`config.mk`:
```
export PLATFORM = sky130hd
export DESIGN_NAME = mac_accum
export DESIGN_NICKNAME = d
export VERILOG_FILES = /design/src/rtl/dsp_pkg.sv /design/src/rtl/dsp_sat.sv /design/src/rtl/mac_accum.sv
export SDC_FILE = /design/constraint.sdc
export NUM_CORES = 1
export LEC_CHECK = 0
export BUFFER_PORTS_ARGS = -buffer_cell sky130_fd_sc_hd__buf_2
export CAP_MARGIN = 40
export CORE_ASPECT_RATIO = 1.2
export CORE_MARGIN = 2
export CORE_UTILIZATION = 65
export CTS_BUF_LIST = sky130_fd_sc_hd__clkbuf_8
export DETAILED_ROUTE_END_ITERATION = 10
export PLACE_DENSITY = 0.88
export REMOVE_ABC_BUFFERS = 1
export SETUP_SLACK_MARGIN = 0.1
export SYNTH_ARGS = -nofsm -noshare
export SYNTH_HDL_FRONTEND = slang
export SYNTH_SLANG_ARGS = --single-unit
```
`constraint.sdc`:
```
create_clock -name clk -period 7.8 [get_ports clk]
set_input_delay 1.95 -clock clk [delete_from_list [all_inputs] [get_ports clk]]
set_output_delay 1.95 -clock clk [all_outputs]
set_load 0.05 [all_outputs]
```
`src/rtl/dsp_pkg.sv`:
```
// Shared fixed-point constants and types for the DSP datapath blocks.
package dsp_pkg;

   localparam int unsigned DATA_W  = 32;
   localparam int unsigned FRAC_W  = 16;
   localparam int unsigned GUARD_W = 8;
   localparam int unsigned ACC_W   = DATA_W + GUARD_W;

   localparam logic [DATA_W-1:0] SAT_MAX = {1'b0, {(DATA_W-1){1'b1}}};
   localparam logic [DATA_W-1:0] SAT_MIN = {1'b1, {(DATA_W-1){1'b0}}};

   typedef enum logic [1:0] {
      ST_IDLE  = 2'd0,
      ST_ACCUM = 2'd1,
      ST_HOLD  = 2'd2
   } state_t;

endpackage

```
`src/rtl/dsp_sat.sv`:
```
// Clamp a guarded accumulator to a signed DATA_W sample; flags when clamping occurred.
module dsp_sat #(
   parameter int unsigned DATA_W  = dsp_pkg::DATA_W,
   parameter int unsigned GUARD_W = dsp_pkg::GUARD_W
) (
   input  logic [DATA_W+GUARD_W-1:0] i_acc,
   output logic [DATA_W-1:0]         o_data_c,
   output logic                      o_sat_c
);

   localparam int unsigned ACC_W = DATA_W + GUARD_W;

   logic [GUARD_W:0] w_top;
   logic             w_fits;

   // The value fits when the guard bits are pure sign extension.
   always_comb begin
      w_top    = i_acc[ACC_W-1:DATA_W-1];
      w_fits   = (&w_top) || (~|w_top);
      o_sat_c  = !w_fits;
      if (w_fits)
         o_data_c = i_acc[DATA_W-1:0];
      else if (i_acc[ACC_W-1])
         o_data_c = {1'b1, {(DATA_W-1){1'b0}}};
      else
         o_data_c = {1'b0, {(DATA_W-1){1'b1}}};
   end

endmodule

```
`src/rtl/mac_accum.sv`:
```
// Accumulates a stream of signed Q15.16 terms and presents one saturated sum per packet.
module mac_accum
   import dsp_pkg::*;
#(
   parameter int unsigned DATA_W    = dsp_pkg::DATA_W,
   parameter int unsigned GUARD_W   = dsp_pkg::GUARD_W,
   parameter int unsigned MAX_TERMS = 256
) (
   input  logic                         clk,
   input  logic                         rst_n,
   input  logic                         clear,
   input  logic                         in_valid,
   output logic                         in_ready,
   input  logic [DATA_W-1:0]            in_data,
   input  logic                         in_last,
   output logic                         out_valid,
   input  logic                         out_ready,
   output logic [DATA_W-1:0]            out_data,
   output logic                         out_sat,
   output logic [$clog2(MAX_TERMS):0]   out_count
);

   localparam int unsigned ACC_W = DATA_W + GUARD_W;
   localparam int unsigned CNT_W = $clog2(MAX_TERMS) + 1;

   state_t             r_state, w_state_next;
   logic [ACC_W-1:0]   r_acc, w_acc_next, w_sum;
   logic [CNT_W-1:0]   r_count, w_count_next, w_count_inc;
   logic               r_out_valid;
   logic [DATA_W-1:0]  r_out_data;
   logic               r_out_sat;
   logic [CNT_W-1:0]   r_out_count;
   logic               w_accept, w_load, w_release;
   logic [DATA_W-1:0]  w_sat_data;
   logic               w_sat_flag;

   assign in_ready  = (r_state != ST_HOLD);
   assign out_valid = r_out_valid;
   assign out_data  = r_out_data;
   assign out_sat   = r_out_sat;
   assign out_count = r_out_count;

   dsp_sat #(
      .DATA_W  (DATA_W),
      .GUARD_W (GUARD_W)
   ) u_sat (
      .i_acc    (w_sum),
      .o_data_c (w_sat_data),
      .o_sat_c  (w_sat_flag)
   );

   // Next-state and accumulator update; clear overrides everything.
   always_comb begin
      w_state_next = r_state;
      w_acc_next   = r_acc;
      w_count_next = r_count;
      w_load       = 1'b0;
      w_release    = 1'b0;
      w_accept     = in_valid && in_ready;
      w_sum        = ((r_state == ST_IDLE) ? ACC_W'(0) : r_acc)
                     + {{GUARD_W{in_data[DATA_W-1]}}, in_data};
      w_count_inc  = (r_state == ST_IDLE) ? CNT_W'(1) : (r_count + CNT_W'(1));

      case (r_state)
         ST_IDLE, ST_ACCUM: begin
            if (w_accept) begin
               w_acc_next   = w_sum;
               w_count_next = w_count_inc;
               if (in_last || (w_count_inc == CNT_W'(MAX_TERMS))) begin
                  w_state_next = ST_HOLD;
                  w_load       = 1'b1;
               end else begin
                  w_state_next = ST_ACCUM;
               end
            end
         end
         ST_HOLD: begin
            if (out_ready) begin
               w_state_next = ST_IDLE;
               w_acc_next   = '0;
               w_count_next = '0;
               w_release    = 1'b1;
            end
         end
         default: begin
            w_state_next = ST_IDLE;
            w_acc_next   = '0;
            w_count_next = '0;
         end
      endcase

      if (clear) begin
         w_state_next = ST_IDLE;
         w_acc_next   = '0;
         w_count_next = '0;
         w_load       = 1'b0;
         w_release    = 1'b0;
      end
   end

   always_ff @(posedge clk or negedge rst_n) begin
      if (!rst_n) begin
         r_state <= ST_IDLE;
         r_acc   <= '0;
         r_count <= '0;
      end else begin
         r_state <= w_state_next;
         r_acc   <= w_acc_next;
         r_count <= w_count_next;
      end
   end

   // Result registers stay frozen while the sum is held.
   always_ff @(posedge clk or negedge rst_n) begin
      if (!rst_n) begin
         r_out_valid <= 1'b0;
         r_out_data  <= '0;
         r_out_sat   <= 1'b0;
         r_out_count <= '0;
      end else if (clear) begin
         r_out_valid <= 1'b0;
      end else if (w_load) begin
         r_out_valid <= 1'b1;
         r_out_data  <= w_sat_data;
         r_out_sat   <= w_sat_flag;
         r_out_count <= w_count_next;
      end else if (w_release) begin
         r_out_valid <= 1'b0;
      end
   end

endmodule
```
After elaboration in Yosys (flattened, before gate mapping) --
Cells that the tools add are included.
Storage, ports and cells: bits in registers 94, output and inout bits 44, bits of input ports 38, word-level logic and storage cells 55
Operators by class: bitwise operators 1, reduce and logical (&&, ||, !) cells 12, equal/unequal tests 6, multiplexer cells 27, add/sub/neg operators 2
Operators with widths (number):
- $mux 40 | 4
- $pmux 40 s2 | 1
- $mux 32 | 2
- $add 40x40->40 | 1
- $mux 9 | 4
- $pmux 9 s2 | 1
- $mux 1 | 10
- $add 9x1->9 const B | 1
- $eq 9x9->1 const B | 1
- $reduce_and 9->1 | 1
- $reduce_or 9->1 | 1
- $mux 2 | 4
- $ne 3x3->1 const B | 2
- $pmux 2 s2 | 1
- $reduce_and 2->1 | 2
- $reduce_bool 3->1 | 1
- $eq 2x1->1 const B | 1
- $eq 2x2->1 const B | 1
- $logic_not 1->1 | 2
- $logic_not 2->1 | 1
- $logic_or 1x1->1 | 2
- $ne 2x2->1 const B | 1
- $reduce_or 2->1 | 1
- $logic_and 1x1->1 | 1
- $not 1->1 | 1

Logic depth before layout (Yosys ltp) --
Gate-level depths: netlist of run 1.
depth after elaboration 10, gate-level depth with buffers 18, depth with buffers taken out 14

Modules after synthesis --
Synthesis of run 1 repeated with hierarchy kept, for this count alone.
Second synthesis, totals: cells, all modules 792, area total of the unflattened synthesis 7119.3 um^2
By module, submodules not included:
- mac_accum | times used 1, area an instance 6555.0 um^2, cells an instance 707
- dsp_sat | times used 1, area an instance 564.3 um^2, cells an instance 85

Least setup slack after synthesis of run 1 --
No wires, ideal clock.
path kind input-to-reg, from input in_data[0], to register r_out_data[10] (netlist: out_data[10]), library setup time 0.104 ns, slack 2.877 ns, arrival time 4.819 ns, buffers on the path 1, data required time 7.696 ns, stages on the path 13, cell sequence ha_1 > inv_1 > fa_1 > nand2b_1 > a21oi_1 > o21ai_1 > a211o_1 > a211oi_2 > mux2_2 > nor3_1 > buf_4 > nand4_1 > o311ai_1
On the way: word-level cells in the longest chain between the ends 5
Ends and longest elaborated chain:
- start, declared | RTL line mac_accum.sv:14 | input logic [DATA_W-1:0] in_data,
- $add 40x40->40 * | RTL line mac_accum.sv:61 | + {{GUARD_W{in_data[DATA_W-1]}}, in_data};
- $reduce_or 9->1 | RTL line dsp_sat.sv:19 | w_fits = (&w_top) || (~|w_top);
- $logic_not 1->1 | RTL line dsp_sat.sv:19
- $logic_or 1x1->1 | RTL line dsp_sat.sv:19
- $mux 32 * | RTL line dsp_sat.sv:21 | if (w_fits)
- end signal, assigned | RTL line mac_accum.sv:124 | r_out_data <= w_sat_data;
- end, declared | RTL line mac_accum.sv:30 | logic [DATA_W-1:0] r_out_data;
Mark *: on every way between the ends. The rest lies on a longest branch, timed or not. A chain may end at the register's enable or synchronous reset.

Worst setup path in the final report of run 1 --
from input in_data[3], to register r_out_data[15] (netlist: out_data[15])
Same word-level chain as after synthesis.

==> impl_metrics.env, run 1 <==
export IMPL_outcome="complete, no violations"
export IMPL_clkLatencyLatePin_ns=0.38
export IMPL_die_h_um=123.6
export IMPL_endpoint_kind="flip-flop"
export IMPL_async_reset_ff_share_pct=100.0
export IMPL_synth_edf_count=0
export IMPL_power_density_nw_per_um2=152.8
export IMPL_clkPwrFrac_pct=25.3
export IMPL_arrival_ns=5.82
export IMPL_synth_seq_area_share_pct=30.37
export IMPL_postRouteWirelength_mm=21.45
export IMPL_grt_max_degree=62
export IMPL_dieArea_um2=12810
export IMPL_cp_start_kind="input port"
export IMPL_min_to="r_acc[35]"
export IMPL_cts_setup_buffers=0
export IMPL_fin_total_pwr_w=0.001247
export IMPL_r2r_start="r_state[1]"
export IMPL_critical_path_class="input port to flip-flop"
export IMPL_yosysWarnings=0
export IMPL_io_pins=82
export IMPL_grtUsageMet2_pct=58.44
export IMPL_placeableCoreArea_um2=11570
export IMPL_holdWs_ns=0.4778
export IMPL_gr_total_overflow=0
export IMPL_p_int_w=0.0007653
export IMPL_rrSetupSlack_ns=2.46
export IMPL_layout_min_cycle_time_ns=5.568
export IMPL_cts_made_buffers=9
export IMPL_grt_pass1_wl_mm=35.42
export IMPL_design_area_um2=8157
export IMPL_p_leak_nw=3.435
export IMPL_rows=43
export IMPL_drt_iter0_drc=792
export IMPL_syn_cell_area_um2=7745
export IMPL_area_growth_pct=5.315
export IMPL_grt_busiest_layer="met2"
export IMPL_drive_gt1_share_pct=16.90
export IMPL_grtUsageMet3_pct=4.919
export IMPL_hold_path_class="flip-flop to flip-flop"
export IMPL_cts_root_buf="clkbuf_8"
export IMPL_antenna_found_initial=0
export IMPL_period_share_pct=71.38
export IMPL_tritoncts="yes"
export IMPL_worstRegToRegCells=13
export IMPL_finalClockSkew_ns=0.01179
export IMPL_p_switching_w=0.0004814
export IMPL_via_per_inst=6.757
export IMPL_rsz0062_at_grt="false"
export IMPL_synth_top_area_share_pct=30.37
export IMPL_io_buffers=81
export IMPL_drc=0
export IMPL_maxCapViolCount=0
export IMPL_placed_cell_area_um2=7975
export IMPL_initial_utilization_pct=66.96
export IMPL_slew_headroom_pct=41.55
export IMPL_syn_area_per_cell_um2=8.683
export IMPL_min_from="r_acc[35]"
export IMPL_grtUsageTotal_pct=34.22
export IMPL_ant_nets=0
export IMPL_gp_congestion=0.9785
export IMPL_die_w_um=103.6
export IMPL_grt_pass1_vias=7225
export IMPL_worst_pin_slew_ns=0.8747
export IMPL_clk_pin_slew_worst_paths_ns=0.10
export IMPL_gr_usage_met1_pct=43.20
export IMPL_ys_seq_elements=94
export IMPL_cts_resized=0
export IMPL_insertedDiodeCount=0
export IMPL_ys_top_cells_by_area="dfrtp_1 30%, ha_1 6.5%, o31ai_1 4.0%"
export IMPL_max_freq_ghz=0.1796
export IMPL_num_fill_cells=970
export IMPL_min_path_cells=2
export IMPL_syn_inst=892
export IMPL_synth_main_ff_cell="dfrtp_1"
export IMPL_hold_viol=0
export IMPL_ys_types=86
export IMPL_setup_viol=0
export IMPL_cts_htree_levels=3
export IMPL_r2r_end="out_data[15]"
export IMPL_crit_fanout=20
export IMPL_vias=7379
export IMPL_dp_hpwl_mm=14.77
export IMPL_setup_tns_final_ns=0
export IMPL_drtPass1Iterations=5
export IMPL_route_detailed_wl_per_inst_um=19.65
export IMPL_combPwrFrac_pct=31.4
export IMPL_p_sw_share_pct=38.61
export IMPL_power_frac_seq_pct=43.3
export IMPL_final_nets=1009
export IMPL_hold_buffers=0
export IMPL_yosysTopAreaCell="dfrtp_1"
export IMPL_vdd_drop_max_uv=112.7
export IMPL_slew_violations=0
export IMPL_cts_max_path_buffers=2
export IMPL_cp_required_ns=8.05
export IMPL_clock_sinks=94
## metal layers
metal	routed length (um)	share of wire, %	up-vias
met4	837	3.9	0
met1	8811	41	3512
met3	1665	7.8	72
met5	0	0	-
li1	-	-	3431
met2	10140	47	364
## cells in the mapped netlist, drive strengths merged (7+ instances only)
cell type	number
a211oi	7
a21o	14
a21oi	53
a22o	30
and2	43
and2b	18
and3	9
buf	26
clkbuf	33
dfrtp	94
ha	40
inv	15
nand2	82
nand3	14
nand4	46
nor2	73
nor2b	14
nor3	22
o211ai	9
o21a	12
o21ai	54
o311ai	30
o31ai	41
xnor2	15
xor2	13
## per-stage QoR
stage	cells	util, %	setup WS, ns
after detailed placement	1076	68.95	1.964
after global routing	1092	70.51	2.028
after floorplan	828	-	1.716
after global placement	1076	68.95	2.021
final	1092	70.51	2.232
after CTS	1092	70.51	2.345
## layout by cell type (no fill, tap or decap), drive strengths merged, types with 15 or more instances in the layout
master  instances
dfrtp          94
buf            91
nand2          82
nor2           73
o21ai          54
a21oi          53
nand4          46
and2           43
o31ai          41
ha             40
a22o           30
o311ai         30
nor3           22
inv            20
and2b          18
xnor2          15
## critical path, cell delays in order
cell,delay [ns]
buf_2,0.11
ha_1,0.36
a21o_1,0.21
a21oi_1,0.51
a2111oi_2,0.23
o21ai_1,0.32
nand2_1,0.18
a21oi_1,0.40
o2111ai_2,0.18
nor4_4,0.78
buf_4,0.43
o311ai_1,0.15
## state kept, by name (all words and copies together), names as in the netlist
register,count
r_count,9
out_valid,1
r_acc,40
out_count,9
r_state,2
out_data,32
out_sat,1
## kinds of logic after synthesis
kind of cell	share of synthesized area (%)
XOR/XNOR	3.409
AO/OA/AOI/OAI	27.25
AND/OR/NAND/NOR	24.98
multiplexers	0.4039
flip-flops	30.37
buffers and inverters	6.866
adder cells (fa/ha/maj)	6.721
## how the worst max path moves through the flow
stage / from / endpoint / slack, ns / cells past startpoint
4_1_cts: in_data[3] / out_data[11] / 2.35 / 12
6_report: in_data[3] / out_data[15] / 2.23 / 12
3_5_place_dp: in_data[3] / out_data[0] / 1.96 / 12
3_3_place_gp: in_data[3] / out_data[17] / 2.02 / 12
5_1_grt: in_data[3] / out_data[15] / 2.03 / 12
2_1_floorplan: in_data[0] / out_sat / 1.72 / 12
## layout make-up
class / instances / area [um^2] / area share, %
multi-input combinational: 718 / 4883 / 59.87
sequential: 94 / 2352 / 28.84
timing repair buffer: 91 / 483.0 / 5.921
tap: 157 / 196.4 / 2.408
clock buffer: 9 / 123.9 / 1.519
inverter: 16 / 60.06 / 0.7363
clock inverter: 7 / 57.56 / 0.7056
## power by group through the flow
| stage | clock network (W) | registers, W | logic, W |
|---|---|---|---|
| after global routing | 0.000337 | 0.000544 | 0.000422 |
| after floorplan | 0 | 0.000602 | 0.000215 |
| after global placement | 0 | 0.000548 | 0.000377 |
| after detailed placement | 0 | 0.000548 | 0.000384 |
| after CTS | 0.000319 | 0.000539 | 0.000386 |
| final | 0.000315 | 0.000540 | 0.000391 |
(Power assumes the default switching activity.)
==> run 2: changes to the inputs <==
- CORE_UTILIZATION: 65 -> 62
- PLACE_DENSITY: 0.88 -> 0.84
- clock period: 7.8 -> 5.32 ns (I/O delays scaled with it)
==> run 2 against run 1 <==
Effect of this change:
- total power up 49%
- worst setup slack worse by 1.9 ns
- via count is 1.1% higher
- flip-flop and latch count stayed put
- first-iteration DRC count is 18% lower
- cell area up 1.1%
- sequential share of layout area down 0.30 points
- register-to-register slack got worse by 2.1 ns
- worst hold slack better by 0.0022 ns
- clock-buffer cell count is the same
- critical path type is now flip-flop to flip-flop
- largest power group unchanged
==> impl_metrics.env, run 2 (synthesis gave the netlist of run 1 again) <==
export IMPL_vdd_drop_max_uv=145.8
export IMPL_die_h_um=126.4
export IMPL_insertedDiodeCount=0
export IMPL_slew_headroom_pct=50.07
export IMPL_r2r_start="r_state[0]"
export IMPL_power_density_nw_per_um2=225.5
export IMPL_vias=7460
export IMPL_arrival_ns=5.25
export IMPL_finish_utilization_pct=67.75
export IMPL_cts_htree_levels=3
export IMPL_dieArea_um2=13410
export IMPL_placeableCoreArea_um2=12170
export IMPL_rows=44
export IMPL_clkLatencyLatePin_ns=0.38
export IMPL_io_buffers=81
export IMPL_largest_register="r_acc"
export IMPL_clk_pin_slew_worst_paths_ns=0.10
export IMPL_endpoint="out_data[15]"
export IMPL_worst_pin_slew_ns=0.7481
export IMPL_grt_pass1_wl_mm=35.02
export IMPL_startpoint="r_state[0]"
export IMPL_area_growth_pct=6.430
export IMPL_dp_hpwl_mm=14.97
export IMPL_power_frac_seq_pct=42.6
export IMPL_critPathMaxStageDelay_ns=0.57
export IMPL_hold_viol=0
export IMPL_post_place_ws_ns=0.2938
export IMPL_hold_buffers=0
export IMPL_final_common_cell="dfrtp_1"
export IMPL_placed_cell_area_um2=8045
export IMPL_rsz0062_at_grt="false"
export IMPL_critical_path_class="flip-flop to flip-flop"
export IMPL_drt_iter0_drc=647
export IMPL_worstRegToRegCells=15
export IMPL_cp_num_cells=15
export IMPL_die_w_um=106.0
export IMPL_cp_required_ns=5.57
export IMPL_crit_family="compound AO/OA/AOI/OAI gates"
export IMPL_ant_nets=0
export IMPL_route_detailed_wl_per_inst_um=19.41
export IMPL_p_leak_nw=3.483
export IMPL_gr_total_overflow=0
export IMPL_maxCapViolCount=0
export IMPL_cp_cell_sequence="or2_4 > and2_1 > ha_1 > inv_1 > fa_1 > nand2b_1 > a21oi_1 > o21ai_1 > a211o_1 > a211oi_2 > mux2_2 > o211ai_1 > nor4_4 > buf_4 > o311ai_1"
export IMPL_final_setup_worst_slack_ns=0.3288
export IMPL_crit_fanout=43
export IMPL_max_freq_ghz=0.2004
export IMPL_period_share_pct=93.82
export IMPL_initial_utilization_pct=63.66
export IMPL_grt_pass1_vias=7283
export IMPL_finalClockSkew_ns=0.01916
export IMPL_setup_viol=0
export IMPL_final_nets=1015
export IMPL_io_pins=82
export IMPL_grtUsageTotal_pct=32.31
export IMPL_mostFrequentLayoutCells="94 x dfrtp_1, 81 x nand2_1, 80 x buf_2"
export IMPL_cts_max_path_buffers=2
export IMPL_p_switching_w=0.0006901
export IMPL_clkPwrFrac_pct=26.4
export IMPL_design_area_um2=8243
export IMPL_p_sw_share_pct=37.13
export IMPL_drtPass1Iterations=7
export IMPL_cts_root_buf="clkbuf_8"
export IMPL_endpoint_kind="flip-flop"
export IMPL_p_int_w=0.001169
export IMPL_antenna_found_initial=0
export IMPL_via_per_inst=6.770
export IMPL_path_buf_inv=2
export IMPL_layout_min_cycle_time_ns=4.991
export IMPL_slew_violations=0
export IMPL_postRouteWirelength_mm=21.39
export IMPL_cp_start_kind="flip-flop"
export IMPL_clock_sinks=94
export IMPL_drive_gt1_share_pct=17.53
export IMPL_r2r_end="out_data[15]"
export IMPL_hold_path_class="flip-flop to flip-flop"
export IMPL_cts_made_buffers=9
export IMPL_rrSetupSlack_ns=0.33
export IMPL_outcome="complete, no violations"
export IMPL_grt_max_degree=47
export IMPL_tritoncts="yes"
export IMPL_drc=0
export IMPL_largest_register_ffs=40
export IMPL_gp_congestion=0.9676
export IMPL_crit_slowest_cell="dfrtp_1"
export IMPL_combPwrFrac_pct=31.1
run 2: cell types whose count changed in the layout (fill, tap and decap cells not counted), sizes merged:
cell / before / now
inv: 20 / 17
clkinv: 2 / 5
clkinvlp: 1 / 0
buf: 91 / 97
bufinv: 0 / 1
run 2: cell type report:
| class | count | area [um^2] |
|---|---|---|
| well taps | 161 | 201.4 |
| repair buffers | 97 | 548.0 |
| inverters | 16 | 60.06 |
| clock buffers | 9 | 123.9 |
| clock inverters | 7 | 71.32 |
| multi-input cells | 718 | 4886 |
| flip-flops and latches | 94 | 2352 |
| fillers | 1035 | 3924 |
run 2: metal layers:
layer / vias up / global-route usage (%) / routed length, um
li1: 3438 / - / -
met1: 3623 / 41.80 / 8982
met2: 331 / 53.78 / 10320
met3: 68 / 4.214 / 1219
met4: 0 / 15.33 / 872
met5: - / 0 / 0
run 2: how the worst min path moves through the flow:
stage | startpoint | endpoint | slack (ns) | cells after the start
3_3_place_gp | r_acc[32] | r_acc[32] | 0.45 | 2
5_1_grt | r_acc[32] | r_acc[32] | 0.50 | 2
4_1_cts | r_acc[32] | r_acc[32] | 0.48 | 2
3_5_place_dp | r_acc[19] | r_acc[19] | 0.46 | 2
6_report | r_acc[35] | r_acc[35] | 0.48 | 2
2_1_floorplan | r_acc[19] | r_acc[19] | 0.44 | 2
run 2: power groups by stage:
| stage | Sequential [W] | Combinational, W | Clock (W) |
|---|---|---|---|
| after floorplan | 0.000883 | 0.000315 | 0 |
| after global placement | 0.000803 | 0.000555 | 0 |
| after detailed placement | 0.000804 | 0.000566 | 0 |
| after CTS | 0.000791 | 0.000570 | 0.000492 |
| after global routing | 0.000797 | 0.000624 | 0.000517 |
| final | 0.000792 | 0.000577 | 0.000490 |
run 2: worst register-to-register path, stage by stage (launching register included):
cell	delay [ns]
dfrtp_1	0.57
or2_4	0.49
and2_1	0.22
ha_1	0.16
inv_1	0.05
fa_1	0.41
nand2b_1	0.18
a21oi_1	0.39
o21ai_1	0.20
a211o_1	0.36
a211oi_2	0.44
mux2_2	0.43
o211ai_1	0.29
nor4_4	0.07
buf_4	0.24
o311ai_1	0.37
run 2: through the flow:
| step | cells | setup TNS (ns) | hold slack, ns | total power, W |
|---|---|---|---|---|
| 2_1_floorplan | 828 | -2.261 | 0.4402 | 0.001198 |
| 3_3_place_gp | 1085 | 0 | 0.4539 | 0.001358 |
| 3_5_place_dp | 1086 | 0 | 0.4612 | 0.001370 |
| 4_1_cts | 1102 | 0 | 0.4815 | 0.001853 |
| 5_1_grt | 1102 | 0 | 0.5030 | 0.001938 |
| 6_report | 1102 | 0 | 0.4799 | 0.001859 |
run 2: repair_timing:
action                     in CTS  in global routing
setup endpoints to repair       0                 32
buffers inserted                0                  0
gates resized for setup         0                  1
==> run 3: changes to the inputs <==
- CELL_PAD_IN_SITES_DETAIL_PLACEMENT: default -> 2
- CELL_PAD_IN_SITES_GLOBAL_PLACEMENT: default -> 2
- CORE_UTILIZATION: 62 -> 38
- SKIP_CTS_REPAIR_TIMING: default -> 1
==> run 3 against run 2 <==
Effect of this change:
- maximum frequency grew 7.4%
- flip-flop and latch count is the same
- total power grew 0.72%
- global-route usage shrank 5.6 points
- critical path type unchanged
- largest cell class unchanged
- highest routed layer unchanged
==> impl_metrics.env, run 3 (synthesis gave the netlist of run 1 again) <==
export IMPL_fin_total_pwr_w=0.001872
export IMPL_rows=57
export IMPL_setup_viol=0
export IMPL_finalClockSkew_ns=0.01974
export IMPL_cts_max_path_buffers=2
export IMPL_num_fill_cells=2347
export IMPL_clk_pin_slew_worst_paths_ns=0.10
export IMPL_hold_viol=0
export IMPL_die_h_um=160.4
export IMPL_drive_gt1_share_pct=18.38
export IMPL_gr_total_overflow=0
export IMPL_p_leak_nw=3.537
export IMPL_hold_path_class="flip-flop to flip-flop"
export IMPL_regArea_um2=2352
export IMPL_final_common_cell="dfrtp_1"
export IMPL_holdWs_ns=0.4817
export IMPL_cts_made_buffers=9
export IMPL_max_freq_ghz=0.2151
export IMPL_rsz0062_at_grt="false"
export IMPL_grt_pass1_vias=8296
export IMPL_layout_min_cycle_time_ns=4.649
export IMPL_rrSetupSlack_ns=0.67
export IMPL_antenna_found_initial=0
export IMPL_vias=7505
export IMPL_clkLatencyLatePin_ns=0.39
export IMPL_arrival_ns=4.92
export IMPL_grt_pass1_wl_mm=45.49
export IMPL_grtUsageTotal_pct=26.72
export IMPL_area_growth_pct=9.176
export IMPL_multi_input_area_um2=4896
export IMPL_clock_sinks=94
export IMPL_route_detailed_wl_per_inst_um=23.16
export IMPL_io_buffers=81
export IMPL_slew_violations=0
export IMPL_cts_htree_levels=3
export IMPL_cp_start_kind="flip-flop"
export IMPL_final_cells=1217
export IMPL_tritoncts="yes"
export IMPL_largest_register_ffs=40
export IMPL_grt_max_degree=57
export IMPL_drt_iter0_drc=324
export IMPL_slew_headroom_pct=52.19
export IMPL_vdd_drop_max_uv=113.0
export IMPL_mostFrequentLayoutCells="94 x dfrtp_1, 81 x nand2_1, 80 x buf_2"
export IMPL_setup_tns_final_ns=0
export IMPL_insertedDiodeCount=0
export IMPL_finish_utilization_pct=42.04
export IMPL_critical_path_class="flip-flop to flip-flop"
export IMPL_cts_root_buf="clkbuf_8"
export IMPL_worst_pin_slew_ns=0.7124
export IMPL_largest_register="r_acc"
export IMPL_endpoint_kind="flip-flop"
export IMPL_outcome="complete, no violations"
export IMPL_postRouteWirelength_mm=28.18
export IMPL_power_density_nw_per_um2=221.4
export IMPL_dp_hpwl_mm=20.99
export IMPL_initial_utilization_pct=38.51
export IMPL_gp_congestion=0.9306
export IMPL_crit_fanout=32
export IMPL_drc=0
export IMPL_final_nets=1026
export IMPL_dieArea_um2=21540
export IMPL_io_pins=82
export IMPL_die_w_um=134.3
export IMPL_placed_cells=1201
export IMPL_via_per_inst=6.167
export IMPL_placeableCoreArea_um2=20110
export IMPL_cp_required_ns=5.59
export IMPL_drtPass1Iterations=5
export IMPL_ant_nets=0
export IMPL_period_share_pct=87.38
export IMPL_maxCapViolCount=0
run 3: cell types whose count changed in the layout (fill, tap and decap cells not counted):
cell	change
a21oi_2	-1
a21oi_4	+1
buf_12	+1
buf_4	+10
bufinv_16	-1
clkinv_2	-1
clkinv_4	+1
inv_1	+1
nor2_2	-1
nor2_4	+1
or2_2	+1
or2_4	-1
run 3: final cells by class:
class                      instances  share of cell area [%]
multi-input combinational        718                   57.90
sequential                        94                   27.82
timing repair buffer             108                   7.606
tap                              265                   3.921
clock buffer                       9                   1.465
inverter                          16                  0.7103
clock inverter                     7                  0.5771
run 3: worst paths after layout:
path	start	endpoint	depth (start not counted)
worst max-delay path	r_state[1]	out_data[14]	14
worst min-delay path	r_acc[27]	r_acc[27]	2
worst max register to register	r_state[1]	out_data[14]	14
worst min register to register	r_acc[27]	r_acc[27]	2
max in group asynchronous	rst_n	r_acc[13]	3
min in group asynchronous	rst_n	out_data[3]	1
run 3: critical path, stage by stage (launching register included):
cell and delay [ns]:
dfrtp_1 0.41, or2_2 0.56, buf_4 0.29, and2_1 0.18, ha_1 0.43, nand4_1 0.26
nor3_1 0.25, o21ai_1 0.11, a211o_1 0.34, a211oi_2 0.34, mux2_2 0.41, o211ai_1 0.31
nor4_4 0.07, buf_4 0.24, o311ai_1 0.32
run 3: power by group:
group / switching, W / leakage [nW] / internal [W]
clock network: 0.000287 / 0.0952 / 0.000172
registers: 0.0000303 / 1.13 / 0.000762
logic: 0.000425 / 2.31 / 0.000196
run 3: routing by layer:
metal	vias up	track usage (%)	wire length, um
li1	3463	-	-
met1	3819	32.11	11560
met2	176	48.79	14890
met3	47	3.378	1014
met4	0	9.139	716
met5	-	0	0
run 3: stage by stage:
stage,setup slack [ns],area [um^2]
2_1_floorplan,-0.1438,7273
3_3_place_gp,0.6249,8235
3_5_place_dp,0.4394,8283
4_1_cts,0.6843,8456
5_1_grt,0.3342,8456
6_report,0.6712,8456
